$ cat src/rtl/axis_rule_filter.sv
// -----------------------------------------------------------------------------
// axis_rule_filter
//   AXI4-Stream packet filter. The first beat of each packet (the header) has a
//   field of FIELD_WIDTH bits at FIELD_LSB compared against NUM_RULES masked
//   match rules. The whole packet is then forwarded or dropped, in allow-list
//   (forward on match) or deny-list (drop on match) mode. Forwarded and dropped
//   packets are counted at their header. Forwarded beats leave through a single
//   output register, so there is no combinational path from in_* to out_*.
//
// Ports
//   aclk, aresetn            clock (rising edge), asynchronous active-low reset
//   in_tvalid/tready/tdata/tkeep/tlast     upstream AXI4-Stream slave
//   out_tvalid/tready/tdata/tkeep/tlast    downstream AXI4-Stream master
//   cfg_mode                 0 = allow-list, 1 = deny-list
//   cfg_rule_en              per-rule enable
//   cfg_rule_value           rule i value at [i*FIELD_WIDTH +: FIELD_WIDTH]
//   cfg_rule_mask            rule i mask, 1 = bit compared
//   pass_count, drop_count   packet statistics, wrap modulo 2^COUNT_WIDTH
// -----------------------------------------------------------------------------
module axis_rule_filter #(
  parameter int DATA_WIDTH  = 32,
  parameter int FIELD_LSB   = 0,
  parameter int FIELD_WIDTH = 16,
  parameter int NUM_RULES   = 4,
  parameter int COUNT_WIDTH = 32
) (
  input  logic                             aclk,
  input  logic                             aresetn,
  input  logic                             in_tvalid,
  output logic                             in_tready,
  input  logic [DATA_WIDTH-1:0]            in_tdata,
  input  logic [DATA_WIDTH/8-1:0]          in_tkeep,
  input  logic                             in_tlast,
  output logic                             out_tvalid,
  input  logic                             out_tready,
  output logic [DATA_WIDTH-1:0]            out_tdata,
  output logic [DATA_WIDTH/8-1:0]          out_tkeep,
  output logic                             out_tlast,
  input  logic                             cfg_mode,
  input  logic [NUM_RULES-1:0]             cfg_rule_en,
  input  logic [NUM_RULES*FIELD_WIDTH-1:0] cfg_rule_value,
  input  logic [NUM_RULES*FIELD_WIDTH-1:0] cfg_rule_mask,
  output logic [COUNT_WIDTH-1:0]           pass_count,
  output logic [COUNT_WIDTH-1:0]           drop_count
);

  localparam logic [1:0] ST_HDR  = 2'd0;
  localparam logic [1:0] ST_PASS = 2'd1;
  localparam logic [1:0] ST_DROP = 2'd2;

  // OR of all enabled rule hits; an enabled rule with a zero mask hits anything.
  function automatic logic rule_match(
    input logic [FIELD_WIDTH-1:0]           field,
    input logic [NUM_RULES-1:0]             en,
    input logic [NUM_RULES*FIELD_WIDTH-1:0] val,
    input logic [NUM_RULES*FIELD_WIDTH-1:0] msk
  );
    logic hit;
    hit = 1'b0;
    for (int i = 0; i < NUM_RULES; i++) begin
      if (en[i] && (((field ^ val[i*FIELD_WIDTH +: FIELD_WIDTH]) &
                     msk[i*FIELD_WIDTH +: FIELD_WIDTH]) == '0)) begin
        hit = 1'b1;
      end
    end
    return hit;
  endfunction

  logic [1:0]              state;
  logic                    vld_p1;
  logic [DATA_WIDTH-1:0]   tdata_p1;
  logic [DATA_WIDTH/8-1:0] tkeep_p1;
  logic                    tlast_p1;

  logic match_p0;
  logic fwd_p0;
  logic out_free;
  logic accept;
  logic load_p0;

  // Stage 0: header decision and handshake. Config only matters while in HDR,
  // so mid-packet config changes cannot touch a packet already in flight.
  always_comb begin
    match_p0  = rule_match(in_tdata[FIELD_LSB +: FIELD_WIDTH], cfg_rule_en,
                           cfg_rule_value, cfg_rule_mask);
    fwd_p0    = cfg_mode ? !match_p0 : match_p0;
    out_free  = !vld_p1 || out_tready;
    // Beats being dropped never wait on the output register.
    in_tready = (state == ST_DROP) || (state == ST_HDR && !fwd_p0) || out_free;
    accept    = in_tvalid && in_tready;
    load_p0   = accept && ((state == ST_HDR && fwd_p0) || (state == ST_PASS));
  end

  always_ff @(posedge aclk or negedge aresetn) begin
    if (!aresetn) begin
      state      <= ST_HDR;
      pass_count <= '0;
      drop_count <= '0;
    end else if (accept) begin
      case (state)
        ST_HDR: begin
          if (fwd_p0) pass_count <= pass_count + COUNT_WIDTH'(1);
          else        drop_count <= drop_count + COUNT_WIDTH'(1);
          if (!in_tlast) state <= fwd_p0 ? ST_PASS : ST_DROP;
        end
        ST_PASS, ST_DROP: begin
          if (in_tlast) state <= ST_HDR;
        end
        default: state <= ST_HDR;
      endcase
    end
  end

  // Stage 1: output register, held while stalled downstream.
  always_ff @(posedge aclk or negedge aresetn) begin
    if (!aresetn) begin
      vld_p1   <= 1'b0;
      tdata_p1 <= '0;
      tkeep_p1 <= '0;
      tlast_p1 <= 1'b0;
    end else if (load_p0) begin
      vld_p1   <= 1'b1;
      tdata_p1 <= in_tdata;
      tkeep_p1 <= in_tkeep;
      tlast_p1 <= in_tlast;
    end else if (out_tready) begin
      vld_p1   <= 1'b0;
    end
  end

  assign out_tvalid = vld_p1;
  assign out_tdata  = tdata_p1;
  assign out_tkeep  = tkeep_p1;
  assign out_tlast  = tlast_p1;

endmodule
$ cat config.mk
export PLATFORM = sky130hd
export DESIGN_NAME = axis_rule_filter
export DESIGN_NICKNAME = d
export VERILOG_FILES = /design/src/rtl/axis_rule_filter.sv
export SDC_FILE = /design/constraint.sdc
export NUM_CORES = 1
export LEC_CHECK = 0
export CAP_MARGIN = 20
export CORE_MARGIN = 2
export CORE_UTILIZATION = 25
export DETAILED_ROUTE_END_ITERATION = 12
export PLACE_DENSITY_LB_ADDON = 0.05
export SLEW_MARGIN = 20
export SYNTH_ARGS = -nofsm -noshare
export SYNTH_HDL_FRONTEND = slang
export SYNTH_SLANG_ARGS = --single-unit
$ cat constraint.sdc
create_clock -name aclk -period 5.9 [get_ports aclk]
set_input_delay 1.18 -clock aclk [delete_from_list [all_inputs] [get_ports aclk]]
set_output_delay 1.18 -clock aclk [all_outputs]
set_load 0.005 [all_outputs]
-- After elaboration in Yosys (flattened, before gate mapping)
Cells that the tools add are included.
- bits in registers: 104
- input bits: 174
- output and inout port bits: 103
- word-level logic and storage cells: 58
- $add $sub $neg: 2
- equal/unequal tests: 4
- multiplexer cells: 11
- bitwise gates (word level): 9
- reductions and logical operators: 25
- operators by type and width (cell ; count):
    32-bit by 1-bit adder with 32-bit output (second input constant) ; 2
    16-bit AND ; 4
    16-bit logical NOT ; 4
    16-bit XOR ; 4
    3-bit AND reduction ; 3
    1-bit logical AND ; 8
    1-bit 2-to-1 mux ; 7
    2-bit 2-to-1 mux ; 3
    1-bit logical OR ; 4
    2-bit != test (second input constant) ; 2
    2-bit case mux with 2 select lines ; 1
    1-bit logical NOT ; 3
    2-bit by 1-bit equality test with 1-bit output (second input constant) ; 1
    2-bit equality test (second input constant) ; 1
    2-bit logical NOT ; 1
    2-bit nonzero test ; 1
    2-bit OR reduction ; 1
    1-bit inverter ; 1

-- Logic depth before layout (Yosys ltp)
Gate-level depths: netlist of the first run.
- depth after elaboration: 17
- depth in mapped cells: 11
- gate-level depth less buffers: 8

-- Worst setup path before layout of the first run
OpenSTA, ideal clock, no wires.
- path kind: input port to output port
- start: input in_tdata[11]
- end: output in_tready
- data arrival time: 2831 ps
- data required time: 4720 ps
- slack: 1889 ps
- cell stages on the path: 9
- buffers on the path: 2
- path through: buf_2 > xor2_1 > a22oi_1 > nand4_1 > a2111oi_4 > nor4_4 > xnor2_2 > buf_2 > o21ai_0
- word-level cells in the longest chain between the ends: 14
- elaborated cells between the ends (all ways): 26
- those cells by class: mux (5); bitwise (8); reduce/logical (13)
- ends and longest elaborated chain (element ; RTL line ; RTL):
    start, declared ; 31 ; input logic [DATA_WIDTH-1:0] in_tdata,
    16-bit XOR ; 61 ; if (en[i] && (((field ^ val[i*FIELD_WIDTH +: FIELD_WIDTH]) &
    16-bit AND ; 61 ;
    16-bit logical NOT ; 61 ;
    1-bit logical AND ; 61 ;
    1-bit 2-to-1 mux (3 in a row) ; 61 ;
    1-bit 2-to-1 mux (*) ; 61 ;
    1-bit logical NOT ; 86 ; fwd_p0 = cfg_mode ? !match_p0 : match_p0;
    1-bit 2-to-1 mux (*) ; 86 ;
    1-bit logical NOT (*) ; 89 ; in_tready = (state == ST_DROP) || (state == ST_HDR && !fwd_p0) || out_free;
    1-bit logical AND (*) ; 89 ;
    1-bit logical OR (*) (2 in a row) ; 89 ;
    end, declared ; 30 ; output logic in_tready,
Every way passes the cells marked *; elsewhere a longest branch is shown, timed or not.

-- Final worst setup path of the first run
- start: input in_tdata[12]
- end: output in_tready
The elaborated chain is that of the path after synthesis.

==> results of run 1 <==
[final timing paths]
| kind | to | slack (ns) | cells past startpoint | startpoint |
|---|---|---|---|---|
| min in group asynchronous | out_tdata[12]$_DFFE_PN0P_ | 0.89 | 1 | aresetn |
| max in group asynchronous | drop_count[14]$_DFFE_PN0P_ | 3.81 | 2 | aresetn |
| min | drop_count[31]$_DFFE_PN0P_ | 0.48 | 1 | drop_count[31]$_DFFE_PN0P_ |
| min reg2reg | drop_count[31]$_DFFE_PN0P_ | 0.48 | 1 | drop_count[31]$_DFFE_PN0P_ |
| max | in_tready | 0.93 | 9 | in_tdata[12] |
| max reg2reg | pass_count[29]$_DFFE_PN0P_ | 3.33 | 8 | state[0]$_DFFE_PN0P_ |
[state kept, by name (all words and copies together) (netlist names)]
signal / count
drop_count: 32
out_tdata: 32
out_tkeep: 4
out_tlast: 1
out_tvalid: 1
pass_count: 32
state: 2
[per-layer routing]
layer / up-vias / GRT usage (%)
met5: - / 0
met4: 0 / 3.97
met3: 13 / 4.54
met2: 164 / 30.3
met1: 2343 / 20.0
li1: 2292 / -
[cell families after synthesis]
group,count (synthesis),synth area share (%)
compound gates,37,5.47
xor+xnor,127,19.8
buf+inv,43,3.79
flops,104,46.1
fa+ha+maj,5,1.11
simple gates,149,15.9
mux,39,7.78
[area by class of cell]
class / instances / area share (%)
Clock buffer: 10 / 2.67
Clock inverter: 6 / 0.838
Inverter: 9 / 0.377
Multi-Input combinational cell: 357 / 31.9
Sequential cell: 104 / 29.1
Tap cell: 280 / 3.91
Timing Repair Buffer: 281 / 31.2
[placed cells by master (no fill, tap or decap), types with 2 or more instances in the layout]
master,instances
nand4_1,28
a22oi_1,25
nor4_1,2
mux2_1,19
clkbuf_16,9
or3_1,2
nor3_1,18
dfrtp_1,104
and3_1,17
and4_1,5
nand4b_1,2
and2_1,2
a22o_1,2
clkdlybuf4s50_1,275
a222oi_1,3
nand3_1,25
xor2_1,94
a21oi_1,2
nor4_2,2
xnor2_1,32
ha_1,5
nor3_2,3
clkinv_4,2
nand2_1,23
mux2_2,20
inv_1,8
buf_4,6
nor2_1,5
nor3b_1,6
nor4b_2,3
[power breakdown]
part,internal (uW),total [uW],switching [uW],leakage [uW]
combinational,599,964,365,0.00227
clock,347,641,294,0.000151
sequential,886,1000,117,0.00135
[Yosys cell counts, types with 3 or more instances]
library cell / count
nor3_1: 18
dfrtp_1: 104
nand2_1: 23
and4_1: 5
xor2_1: 94
mux2_1: 19
nor2_1: 5
clkbuf_1: 6
buf_2: 21
and3_1: 17
a222oi_1: 3
nand3_1: 25
buf_4: 3
nor4_1: 3
nand4_1: 28
mux2_2: 20
xnor2_1: 32
inv_1: 8
a22oi_1: 25
ha_1: 5
nor3_2: 3
nor3b_1: 6
nor4b_2: 3
[critical path, stage by stage]
cell             delay (ns)
clkdlybuf4s50_1        0.55
xor2_1                 0.20
a22oi_1                0.34
nand4_1                0.22
a2111oi_4              0.28
nor4_4                 0.13
xnor2_4                0.14
o21ai_0                0.17
clkdlybuf4s50_1        0.57
[per-stage QoR]
| step | area, um2 | power, uW |
|---|---|---|
| floorplan | 5650 | 1400 |
| global placement | 8640 | 1990 |
| detailed placement | 8640 | 2000 |
| CTS | 8960 | 2660 |
| global route | 8960 | 2770 |
| finish | 8960 | 2610 |
==> results.json, run 1 <==
{
  "vias": 4812,
  "p_leak_uw": 0.00376,
  "wire_per_inst_um": 19.6,
  "drc_errors": 0,
  "multi_input_area_um2": 2860,
  "seqCellArea_um2": 2600,
  "period_share_pct": 84.3,
  "worst_slew_pin_slew_ns": 0.815,
  "setup_viol": 0,
  "die-area_um2": 23800,
  "wl_met3_mm": 1.39,
  "wl_met2_mm": 10.5,
  "post_cts_buffers": 0,
  "wl_mm": 20.5,
  "cts_tree": "done",
  "cts-resized-gates": 0,
  "finalWorstPathRequiredPeriod_ns": 4.97,
  "synth_edf_count": 0,
  "ir_drop_uv": 157,
  "drv_cap": 0,
  "rsz0062_at_grt": "no",
  "hpwlAfterDp_mm": 16.0,
  "vias_per_cell": 4.60,
  "fillCellCount": 2150,
  "pin_count": 277,
  "utilization_pct": 40.7,
  "clk_pin_slew_ns": 0.08,
  "cp-start-kind": "input port",
  "core-area_um2": 22000,
  "place_ws_ns": 0.902,
  "place_congestion": 0.895,
  "p_per_area_nw_per_um2": 291,
  "layout-drive-gt1-share_pct": 7.30,
  "grt_max_degree": 64,
  "postCtsHoldBufs": 0,
  "worstPathMaxFanout": 5,
  "worstHoldPathType": "reg -> reg",
  "setup_tns_ns": 0,
  "synthArstFlopShare_pct": 100,
  "antenna_cells": 0,
  "cp-end-kind": "primary output",
  "mappedNetlistNets": 683,
  "arrival_ns": 3.79,
  "clk_latency_ns": 0.35,
  "cts_root_buf": "clkbuf_16",
  "hold-worst-slack_ns": 0.481,
  "required_ns": 4.72,
  "status": "complete, no violations",
  "fin_skew_ns": 0.00853,
  "grt_pass1_vias": 4988,
  "synth_area_per_cell_um2": 11.2,
  "drt-pass1-iter-count": 4,
  "ys_types": 44,
  "synth_seq_cells": 104,
  "finalNetCount": 941,
  "critical_path_class": "in -> out",
  "timing_hold_violations_final": 0,
  "synth_top_area_share_pct": 46.1,
  "instances_no_fill": 1047,
  "grt_pass1_wl_mm": 30.8,
  "synth_cells": 504,
  "timing.final.ws_setup_ns": 0.925,
  "cts_max_level": 3,
  "track_usage_pct": 16.9,
  "fp.dieW_um": 154,
  "start_util_pct": 25.6,
  "syn_to_final_growth_pct": 58.6,
  "highest_layer": "met4",
  "ant_nets": 0,
  "io_buffers": 276,
  "relSlewSlack_pct": 45.7,
  "synthesis.area_um2": 5650,
  "fp.dieH_um": 154,
  "rows": 54,
  "clock_path_buffers": 2,
  "synth_flop_cell": "dfrtp_1",
  "antenna_found_initial": 0,
  "cts.sinks": 104,
  "synth_top_cell_by_area": "dfrtp_1",
  "synthTopCellsByArea": "dfrtp_1 46%, xor2_1 15%, xnor2_1 5.0%, mux2_2 4.0%, mux2_1 3.8%",
  "finalMaxSlewViolations": 0,
  "dp.cells": 1031,
  "yosys_warnings": 0,
  "ys_seq_area_share_pct": 46.1,
  "globalRouteOverflowTotal": 0,
  "fmaxAchievable_ghz": 0.201,
  "drtIter0Drc": 147,
  "m1WireLength_mm": 8.40,
  "numCtsBuffers": 9
}
No activity file was read; power rests on OpenSTA's default activity.
==> run 2, diff against run 1 <==
Clock period 5.9 ns to 4.04 ns, I/O delays scaled along.
==> run 2 against run 1 <==
Against the previous run:
- wire length up 0.48%
- cell area increased by 1.5%
- clock-buffer cell count unchanged
- sequential share of layout area is 0.43 points lower
- via count up 1.5%
- clock power increased by 49%
- largest cell class is now non-clock buffers
==> results.json, run 2 (synthesis results as in run 1) <==
{
  "status": "complete, no violations",
  "drtIter0Drc": 186,
  "period_share_pct": 94.4,
  "p_per_area_nw_per_um2": 426,
  "worstPathMaxFanout": 5,
  "fin_skew_ns": 0.0106,
  "finalNetCount": 956,
  "drv_cap": 0,
  "finalWorstPathRequiredPeriod_ns": 3.81,
  "fmaxAchievable_ghz": 0.262,
  "cts.sinks": 104,
  "cp-end-kind": "primary output",
  "instances_no_fill": 1062,
  "required_ns": 3.23,
  "worst_slew_pin_slew_ns": 0.731,
  "layout-drive-gt1-share_pct": 9.08,
  "vias_per_cell": 4.60,
  "start_util_pct": 25.6,
  "io_buffers": 276,
  "relSlewSlack_pct": 51.3,
  "seqCellArea_um2": 2600,
  "fillCellCount": 2157,
  "antenna_found_initial": 0,
  "ir_drop_uv": 208,
  "setup_viol": 0,
  "globalRouteOverflowTotal": 0,
  "timing.final.ws_setup_ns": 0.226,
  "arrival_ns": 3.01,
  "place_congestion": 0.865,
  "cp-start-kind": "input port",
  "place_ws_ns": -0.256,
  "clock_path_buffers": 2,
  "antenna_cells": 0,
  "grt_pass1_vias": 5261,
  "post-route-cell-area_um2": 9090,
  "rrSetupSlack_ns": 1.55,
  "finalMaxSlewViolations": 0,
  "final_cell_mix": "264 x clkdlybuf4s50_1, 104 x dfrtp_1, 94 x xor2_1, 32 x xnor2_1, 28 x nand4_1",
  "timing_hold_violations_final": 0,
  "grt_pass1_wl_mm": 31.5,
  "numCtsBuffers": 9,
  "ant_nets": 0,
  "cts_tree": "done",
  "setup_tns_ns": 0,
  "die-area_um2": 23800,
  "rows": 54,
  "drc_errors": 0,
  "dp.cells": 1044,
  "track_usage_pct": 17.2,
  "drt-pass1-iter-count": 5,
  "cts_max_level": 3,
  "fp.dieH_um": 154,
  "final_common_cell": "clkdlybuf4s50_1",
  "rr_worst_depth": 6,
  "grt_max_degree": 64,
  "post_dp_cell_area_um2": 8760,
  "multi_input_area_um2": 2860,
  "critical_path_class": "in -> out",
  "wl_mm": 20.6,
  "clk_latency_ns": 0.35,
  "syn_to_final_growth_pct": 61.0,
  "fp.dieW_um": 154,
  "p_leak_uw": 0.00386,
  "cts_root_buf": "clkbuf_16",
  "rsz0062_at_grt": "no",
  "vias": 4882,
  "r2r-end": "drop_count[10]$_DFFE_PN0P_",
  "pin_count": 277,
  "worstHoldPathType": "in -> async",
  "wire_per_inst_um": 19.4,
  "rr_startpoint": "state[0]$_DFFE_PN0P_",
  "utilization_pct": 41.3,
  "hpwlAfterDp_mm": 15.9,
  "core-area_um2": 22000,
  "clk_pin_slew_ns": 0.07
}
run 2: cell types whose count changed in the layout (fill, tap and decap cells not counted), moves of 2 or more:
cell,before,now
buf_12,0,2
clkdlybuf4s50_1,275,264
buf_4,6,19
dlygate4sd2_1,0,11
clkinv_4,2,0
run 2: where the power goes:
| group | internal (uW) | switching (uW) | total, uW |
|---|---|---|---|
| Combinational | 897 | 548 | 1440 |
| Clock | 548 | 410 | 958 |
| Sequential | 1300 | 174 | 1470 |
| Total | 2740 | 1130 | 3870 |
run 2: routing by layer:
metal	vias up	global-route usage (%)	share of wire (%)
met3	17	4.37	6.6
met1	2368	20.1	41
li1	2320	-	-
met4	0	3.97	1.1
met5	-	0	0
met2	177	31.6	51
run 2: how the worst max path moves through the flow:
stage	start	end	slack, ns	cells past startpoint
floorplan	in_tdata[11]	in_tready	0.77	9
global placement	in_tdata[1]	in_tready	-0.26	9
detailed placement	in_tdata[1]	in_tready	-0.26	9
CTS	cfg_rule_value[17]	in_tready	0.14	10
global route	in_tdata[5]	in_tready	0.03	11
finish	in_tdata[5]	in_tready	0.23	11
run 2: area by class of cell:
class / count / share of cell area [%]
timing repair buffer: 296 / 32.1
multi-input combinational: 357 / 31.5
sequential: 104 / 28.6
tap: 280 / 3.85
clock buffer: 10 / 2.52
clock inverter: 6 / 0.991
inverter: 9 / 0.372
run 2: through the flow:
stage                     hold WS, ns  total power (uW)
after floorplan                 0.465              2050
after global placement          0.465              2940
after detailed placement        0.465              2970
after CTS                       0.484              3950
after global routing            0.492              4110
final                           0.477              3870
run 2: worst max-delay path, stage by stage:
cell and delay [ns]:
clkdlybuf4s50_1 0.40, buf_4 0.17, xor2_1 0.14, a22oi_1 0.18, nand4_1 0.17, a2111oi_4 0.36, nor4_4 0.05, buf_4 0.17
xnor2_4 0.12, o21ai_1 0.13, dlygate4sd2_1 0.29
run 2: timing repair:
| item | CTS | global route |
|---|---|---|
| gates resized for setup | 12 | 1 |
| cloned | 0 | 0 |
| endpoints found under the setup margin | 1 | 1 |
| hold buffers | 0 | 0 |
| buffers inserted | 2 | 0 |
| pin swaps | 2 | 1 |
==> run 3, diff against run 2 <==
Settings changed: CAP_MARGIN 20 to unset.
==> results of run 3 <==
Same layout as run 2: the final DEF is identical, and so are final timing and power.
